$ cat config.mk
export PLATFORM = sky130hd
export DESIGN_NAME = ibex_fetch_stream_gen
export DESIGN_NICKNAME = d
export VERILOG_FILES = /design/src/rtl/ibex_fetch_stream_gen.sv
export SDC_FILE = /design/constraint.sdc
export NUM_CORES = 1
export LEC_CHECK = 0
export CORE_UTILIZATION = 30
export CTS_CLUSTER_SIZE = 20
export DETAILED_ROUTE_END_ITERATION = 10
export SETUP_SLACK_MARGIN = 0.02
export SYNTH_ARGS = -nofsm -noshare
export SYNTH_HDL_FRONTEND = slang
export SYNTH_SLANG_ARGS = --single-unit
$ cat constraint.sdc
create_clock -name clk_i -period 12.1 [get_ports clk_i]
set_clock_uncertainty 0.1 [all_clocks]
set_input_delay 2.42 -clock clk_i [delete_from_list [all_inputs] [get_ports clk_i]]
set_output_delay 2.42 -clock clk_i [all_outputs]
set_load 0.01 [all_outputs]
$ cat src/rtl/ibex_fetch_stream_gen.sv
// ibex_fetch_stream_gen
//
// Instruction-fetch stream producer. Issues word requests on an OBI-style
// instruction bus, buffers returned words in a small FIFO and presents them
// in order on the fetch handshake. Redirects flush the buffer and retarget
// the stream; responses that belong to the old stream are counted and
// dropped. A bus error ends the stream until the next redirect.
//
// Ports:
//   clk_i, rst_i          clock, asynchronous active-high reset
//   req_i                 fetch enable (gates issuing new requests)
//   branch_i, addr_i      one-cycle redirect strobe and target
//   fetch_ready_i         consumer accepts the head word
//   fetch_valid_o         head word available
//   fetch_rdata_o         head word data (0 for errored entries)
//   fetch_addr_o          word address of the head word
//   fetch_err_o           head word carried a bus error
//   fetch_err_plus2_o     always 0 (word-aligned stream)
//   instr_req_o/addr_o    bus request and word address
//   instr_gnt_i           bus grant
//   instr_rvalid_i/rdata_i/err_i  bus response
//   busy_o                request active or any request outstanding

module ibex_fetch_stream_gen #(
  parameter int DEPTH           = 3,
  parameter int MAX_OUTSTANDING = 2
) (
  input  logic        clk_i,
  input  logic        rst_i,
  input  logic        req_i,
  input  logic        branch_i,
  input  logic [31:0] addr_i,
  input  logic        fetch_ready_i,
  output logic        fetch_valid_o,
  output logic [31:0] fetch_rdata_o,
  output logic [31:0] fetch_addr_o,
  output logic        fetch_err_o,
  output logic        fetch_err_plus2_o,
  output logic        instr_req_o,
  output logic [31:0] instr_addr_o,
  input  logic        instr_gnt_i,
  input  logic        instr_rvalid_i,
  input  logic [31:0] instr_rdata_i,
  input  logic        instr_err_i,
  output logic        busy_o
);

  // Counter width leaves headroom so outstanding + buffered never wraps.
  localparam int CW = $clog2(2 * DEPTH + 2);
  localparam int IW = $clog2(DEPTH);

  localparam logic [CW-1:0] DEPTH_C  = CW'(DEPTH);
  localparam logic [CW-1:0] MAX_C    = CW'(MAX_OUTSTANDING);
  localparam logic [CW-1:0] ONE_C    = CW'(1);
  localparam logic [IW-1:0] LAST_IDX = IW'(DEPTH - 1);

  // State
  logic [31:0]   issue_ptr_reg,   issue_ptr_next;
  logic [31:0]   read_ptr_reg,    read_ptr_next;
  logic [31:0]   pend_target_reg, pend_target_next;
  logic          pend_reg,        pend_next;
  logic          hold_reg,        hold_next;
  logic          stop_reg,        stop_next;
  logic [CW-1:0] out_cnt_reg,     out_cnt_next;
  logic [CW-1:0] disc_cnt_reg,    disc_cnt_next;
  logic [CW-1:0] fifo_cnt_reg,    fifo_cnt_next;
  logic [IW-1:0] wr_idx_reg,      wr_idx_next;
  logic [IW-1:0] rd_idx_reg,      rd_idx_next;

  // FIFO storage (data is not reset; outputs are gated by valid)
  logic [31:0] mem_data [DEPTH];
  logic        mem_err  [DEPTH];

  logic [31:0] target;
  logic        can_issue;
  logic        fire;
  logic        held_after;
  logic        resp_ok;
  logic        push;
  logic        pop;

  assign target = addr_i & 32'hFFFF_FFFC;

  // A new request may start only with room for its response; once raised it
  // is kept up by hold_reg until granted, whatever the other inputs do.
  assign can_issue = ~rst_i & req_i & ~stop_reg & (out_cnt_reg < MAX_C)
                     & ((out_cnt_reg + fifo_cnt_reg) < DEPTH_C);
  assign instr_req_o  = hold_reg | can_issue;
  assign instr_addr_o = issue_ptr_reg;

  assign fire       = instr_req_o & instr_gnt_i;
  assign held_after = instr_req_o & ~instr_gnt_i;

  // Responses with nothing outstanding (e.g. strays after reset) are ignored.
  assign resp_ok = instr_rvalid_i & (out_cnt_reg != '0);
  assign push    = resp_ok & ~branch_i & (disc_cnt_reg == '0) & ~stop_reg;
  assign pop     = fetch_valid_o & fetch_ready_i & ~branch_i;

  assign fetch_valid_o     = (fifo_cnt_reg != '0);
  assign fetch_rdata_o     = fetch_valid_o ? mem_data[rd_idx_reg] : 32'h0;
  assign fetch_err_o       = fetch_valid_o & mem_err[rd_idx_reg];
  assign fetch_addr_o      = read_ptr_reg;
  assign fetch_err_plus2_o = 1'b0;
  assign busy_o            = instr_req_o | (out_cnt_reg != '0);

  always_comb begin
    out_cnt_next = out_cnt_reg;
    if (fire && !resp_ok) begin
      out_cnt_next = out_cnt_reg + ONE_C;
    end else if (!fire && resp_ok) begin
      out_cnt_next = out_cnt_reg - ONE_C;
    end
  end

  always_comb begin
    issue_ptr_next   = issue_ptr_reg;
    pend_next        = pend_reg;
    pend_target_next = pend_target_reg;
    hold_next        = held_after;
    disc_cnt_next    = disc_cnt_reg;
    stop_next        = stop_reg;
    read_ptr_next    = read_ptr_reg;
    fifo_cnt_next    = fifo_cnt_reg;
    wr_idx_next      = wr_idx_reg;
    rd_idx_next      = rd_idx_reg;

    if (branch_i) begin
      // Everything in flight after this edge belongs to the old stream,
      // including a still-ungranted request that must complete at its
      // old address before the target can be issued.
      disc_cnt_next = out_cnt_next + (held_after ? ONE_C : '0);
      if (held_after) begin
        pend_next        = 1'b1;
        pend_target_next = target;
      end else begin
        pend_next      = 1'b0;
        issue_ptr_next = target;
      end
      stop_next     = 1'b0;
      read_ptr_next = target;
      fifo_cnt_next = '0;
      wr_idx_next   = '0;
      rd_idx_next   = '0;
    end else begin
      if (fire) begin
        if (pend_reg) begin
          issue_ptr_next = pend_target_reg;
          pend_next      = 1'b0;
        end else begin
          issue_ptr_next = issue_ptr_reg + 32'd4;
        end
      end

      if (resp_ok && disc_cnt_reg != '0) begin
        disc_cnt_next = disc_cnt_reg - ONE_C;
      end

      if (push && instr_err_i) begin
        stop_next = 1'b1;
      end

      if (push) begin
        wr_idx_next = (wr_idx_reg == LAST_IDX) ? '0 : wr_idx_reg + IW'(1);
      end
      if (pop) begin
        rd_idx_next   = (rd_idx_reg == LAST_IDX) ? '0 : rd_idx_reg + IW'(1);
        read_ptr_next = read_ptr_reg + 32'd4;
      end
      if (push && !pop) begin
        fifo_cnt_next = fifo_cnt_reg + ONE_C;
      end else if (pop && !push) begin
        fifo_cnt_next = fifo_cnt_reg - ONE_C;
      end
    end
  end

  always_ff @(posedge clk_i or posedge rst_i) begin
    if (rst_i) begin
      issue_ptr_reg   <= '0;
      read_ptr_reg    <= '0;
      pend_target_reg <= '0;
      pend_reg        <= 1'b0;
      hold_reg        <= 1'b0;
      stop_reg        <= 1'b0;
      out_cnt_reg     <= '0;
      disc_cnt_reg    <= '0;
      fifo_cnt_reg    <= '0;
      wr_idx_reg      <= '0;
      rd_idx_reg      <= '0;
    end else begin
      issue_ptr_reg   <= issue_ptr_next;
      read_ptr_reg    <= read_ptr_next;
      pend_target_reg <= pend_target_next;
      pend_reg        <= pend_next;
      hold_reg        <= hold_next;
      stop_reg        <= stop_next;
      out_cnt_reg     <= out_cnt_next;
      disc_cnt_reg    <= disc_cnt_next;
      fifo_cnt_reg    <= fifo_cnt_next;
      wr_idx_reg      <= wr_idx_next;
      rd_idx_reg      <= rd_idx_next;
    end
  end

  // Errored words are buffered with zero data so no bus garbage leaks out.
  always_ff @(posedge clk_i) begin
    if (push) begin
      mem_data[wr_idx_reg] <= instr_err_i ? 32'h0 : instr_rdata_i;
      mem_err[wr_idx_reg]  <= instr_err_i;
    end
  end

endmodule

==> implementation parameters <==
Parameter                              Value

Outcome
  Outcome ... complete, no violations

Yosys
  Synth Warn # ... 0
  Synthesized flop and latch total ... 205
  EDFF count, synth ... 99
  Synthesized area per cell ... 10.94 um2
  Sequential-to-total area share from yosys stat ... 55.89%
  Synthesized-area fraction occupied by and/or/nand/nor cells ... 15.42%
  Post-synthesis cell area ... 0.01006 mm2
  Proportion of synthesized flip-flops having asynchronous set or reset ... 51.71%
  Post-Synth Adder-Cell Area ... 1.740%
  Top_reg_cell synth ... sky130_fd_sc_hd__dfrtp_1
  Compound-Gate Fraction of Synth Area ... 11.67%
  Distinct cell type count of the synthesized netlist ... 64
  Combinational family with the most area after synthesis ... simple AND/OR/NAND/NOR gates
  Multiplexer fraction of the synthesized cell area ... 7.807%
  Instance count of the mapped netlist ... 920
  Xor/xnor share of the synthesized area ... 4.177%

Critical path
  Worst Reg2Reg Path Length in Cells ... 12
  Cells traversed along the worst timing path ... clkdlybuf4s50_1 > nor3b_1 > a41oi_2 > nand2_1 > clkdlybuf4s50_1
  Critical path's most frequent cell ... sky130_fd_sc_hd__clkdlybuf4s50_1
  Worst EP required ... 9.58 ns
  Slowest CP cell ... sky130_fd_sc_hd__clkdlybuf4s50_1
  CP Data Arrival Time ... 4.27 ns
  Startpoint Class ... input port
  Largest incremental delay on the critical path ... 0.54 ns
  Critical Path Sink Type ... output port
  Crit Path Category ... input port to output port
  CP max FO ... 8

Cells and area
  Most used cells in the layout excluding fill and tap cells ... sky130_fd_sc_hd__clkdlybuf4s50_1, sky130_fd_sc_hd__dfrtp_1, sky130_fd_sc_hd__nor2_1
  Fraction of the core area covered by cells at the end of the flow ... 39.42%
  Fillers ... 3179
  Area growth, synth to finish ... 28.39%
  Net count of the finished layout ... 1154
  Post-layout instance area ... 0.01292 mm2
  Layout cells sized above 1 ... 10.01%
  Max reg flops ... 96
  Leading cell type in the layout, fill and taps excluded ... sky130_fd_sc_hd__clkdlybuf4s50_1
  Largest register by flop count ... mem_data

GRT
  GRT Util Overall ... 15.43%
  First-pass GRT wire length ... 41.27 mm
  Pin count of the biggest net entering global routing ... 65
  Total overflow reported by the global router ... 0
  Antenna violations before repair ... 4
  Via count of the first global-routing pass ... 7368

Power and ir drop
  Post-layout power ... 2.636 mW
  VDD IR max ... 104.8 uV
  Total leakage power ... 4.690 nW
  Pwr/cell area ... 204.0 mW/mm2

Clock network
  Clock latency of the later-clocked register in the worst-skew pair ... 0.53 ns
  Post-CTS Hold Buffers ... 0
  Clock transition time at the flip-flop clock pins of the worst setup and hold paths ... 0.06 ns
  Number of gates given a new drive strength after cts ... 0
  Clock sinks ... 205
  Bufs on Longest Clock Path ... 3
  Number of clock buffers inserted by TritonCTS ... 25
  Root buffer cell ... sky130_fd_sc_hd__clkbuf_16
  Buffers inserted by post-CTS timing repair ... 0
  Clock tree from TritonCTS ... built
  CTS H-tree lvls ... 1

Timing
  Share of the clock period used by the worst path after layout ... 56.10%
  Number of max-slew violations in the final report ... 0
  Slew Limit Headroom ... 28.24%
  Setup violation total in the final timing report ... 0
  Transition time of the tightest slew-check pin ... 1.067 ns
  Fin. Hold Viols ... 0
  Worst slack on hold paths ... 0.3966 ns
  Period minus WS final ... 6.788 ns
  FMAX ... 147.3 MHz
  RSZ-0062 raised after global routing ... false
  Setup TNS after final layout ... 0 ns

Routing
  Count of nets left with antenna violations after detail routing ... 0
  Detailed-router iteration count before antenna repair ... 5
  Vias per inst ... 4.951
  Via total after detailed routing ... 7595
  Routed Wire Length ... 26.50 mm
  1st-iter DRT viols ... 530
  # DRC ... 0
  Avg WL per Cell ... 17.27 um

Flow run
  Max-cap violations ... 0

Min path
  Class of the most critical hold timing path ... flop to flop
  Min-Delay Path Depth ... 1

Place
  Post-detail-place hpwl ... 17.23 mm
  I/O Buffers ... 165
  RD Place Congestion ... 0.7964
  Placed instance area ... 0.01217 mm2

Floorplanning
  Die height ... 185.2 um
  IO Pins ... 173
  Die Width ... 185.2 um
  Total Die Area ... 0.03429 mm2
  Core footprint ... 0.03278 mm2
  Initial standard-cell utilization of the core ... 30.70%
  Floorplan row count ... 66
-- power by group --
part	internal [mW]	switching, mW
clock	0.387	0.297
sequential	0.869	0.157
combinational	0.473	0.453
total	1.73	0.906
-- metal layers --
layer / GRT usage [%] / up-vias / routed length [um]
li1: - / 3651 / -
met1: 21.02 / 3686 / 12110
met2: 24.59 / 223 / 11980
met3: 3.913 / 33 / 1973
met4: 3.405 / 2 / 414
met5: 0 / - / 17
-- critical path, delay by kind of cell --
kind / cells / cell delay (ns)
buffers and inverters: 2 / 1.01
AOI/OAI and AO/OA: 1 / 0.38
and+or+nand+nor: 2 / 0.45
-- kinds of logic (layout without fill, tap and decap cells) --
family | Yosys count | in the layout
and+or+nand+nor | 309 | 309
xor gates and xnor gates | 48 | 48
adders and majority gates | 13 | 13
DFF | 205 | 205
other | 1 | 8
muxes | 74 | 74
AOI/OAI and AO/OA | 191 | 191
buffers and inverters | 79 | 244
-- Yosys cell counts (all sizes together), types with 2 or more instances --
master | instances | area [um2]
a21o | 2 | 15.01
nor2 | 100 | 375.4
or2 | 2 | 12.52
nand2 | 63 | 236.5
o211ai | 6 | 45.04
clkbuf | 42 | 158.9
edfxtp | 99 | 2973
o311ai | 5 | 43.79
a31oi | 24 | 150.1
a21oi | 63 | 315.3
nor2b | 35 | 219.0
xnor2 | 22 | 192.7
a211o | 2 | 17.52
a211oi | 4 | 30.03
nand3 | 25 | 130.1
a221o | 2 | 20.02
and3 | 2 | 12.51
fa | 2 | 40.04
nor4b | 4 | 41.29
or4 | 6 | 48.80
o21ai | 46 | 230.2
a2bb2oi | 4 | 35.03
dfrtp | 106 | 2653
mux2i | 38 | 380.4
and4 | 8 | 70.07
nand2b | 7 | 43.79
mux2 | 36 | 405.4
or3 | 4 | 25.02
inv | 18 | 67.56
nand4 | 19 | 140.1
ha | 10 | 125.1
nor4 | 10 | 62.56
nor3b | 2 | 15.01
o21a | 9 | 67.56
xor2 | 26 | 227.7
nor3 | 18 | 90.09
and2 | 3 | 18.77
o31ai | 9 | 67.56
a31o | 3 | 26.28
o221ai | 4 | 35.03
buf | 18 | 97.59
-- layout make-up --
class / count / area [um2] / area share [%]
timing repair buffer: 179 / 1752 / 13.56
tap: 442 / 553.0 / 4.280
multi-input combinational: 640 / 4159 / 32.18
clock inverter: 16 / 95.09 / 0.7359
antenna: 3 / 7.507 / 0.05809
sequential: 205 / 5628 / 43.55
inverter: 19 / 73.82 / 0.5713
clock buffer: 30 / 654.4 / 5.064
-- path summary, 6_finish.rpt --
check | startpoint | end | slack, ns
worst max-delay path | rst_i | busy_o | 5.31
worst min-delay path | pend_target_reg[10]$_DFFE_PP0P_ | pend_target_reg[10]$_DFFE_PP0P_ | 0.40
worst max register to register | fifo_cnt_reg[0]$_DFFE_PP0P_ | disc_cnt_reg[2]$_DFFE_PP0P_ | 8.26
worst min register to register | pend_target_reg[10]$_DFFE_PP0P_ | pend_target_reg[10]$_DFFE_PP0P_ | 0.40
max in group asynchronous | rst_i | instr_addr_o[9]$_DFFE_PP0P_ | 8.41
min in group asynchronous | rst_i | stop_reg$_DFFE_PP0P_ | 2.32
-- stage by stage --
step	std cells	worst slack [ns]
floorplan	924	4.864
global placement	1485	5.287
detailed placement	1485	5.294
CTS	1531	5.278
global route	1531	5.203
finish	1534	5.312
Note: power is estimated with default switching activity, not from simulation.
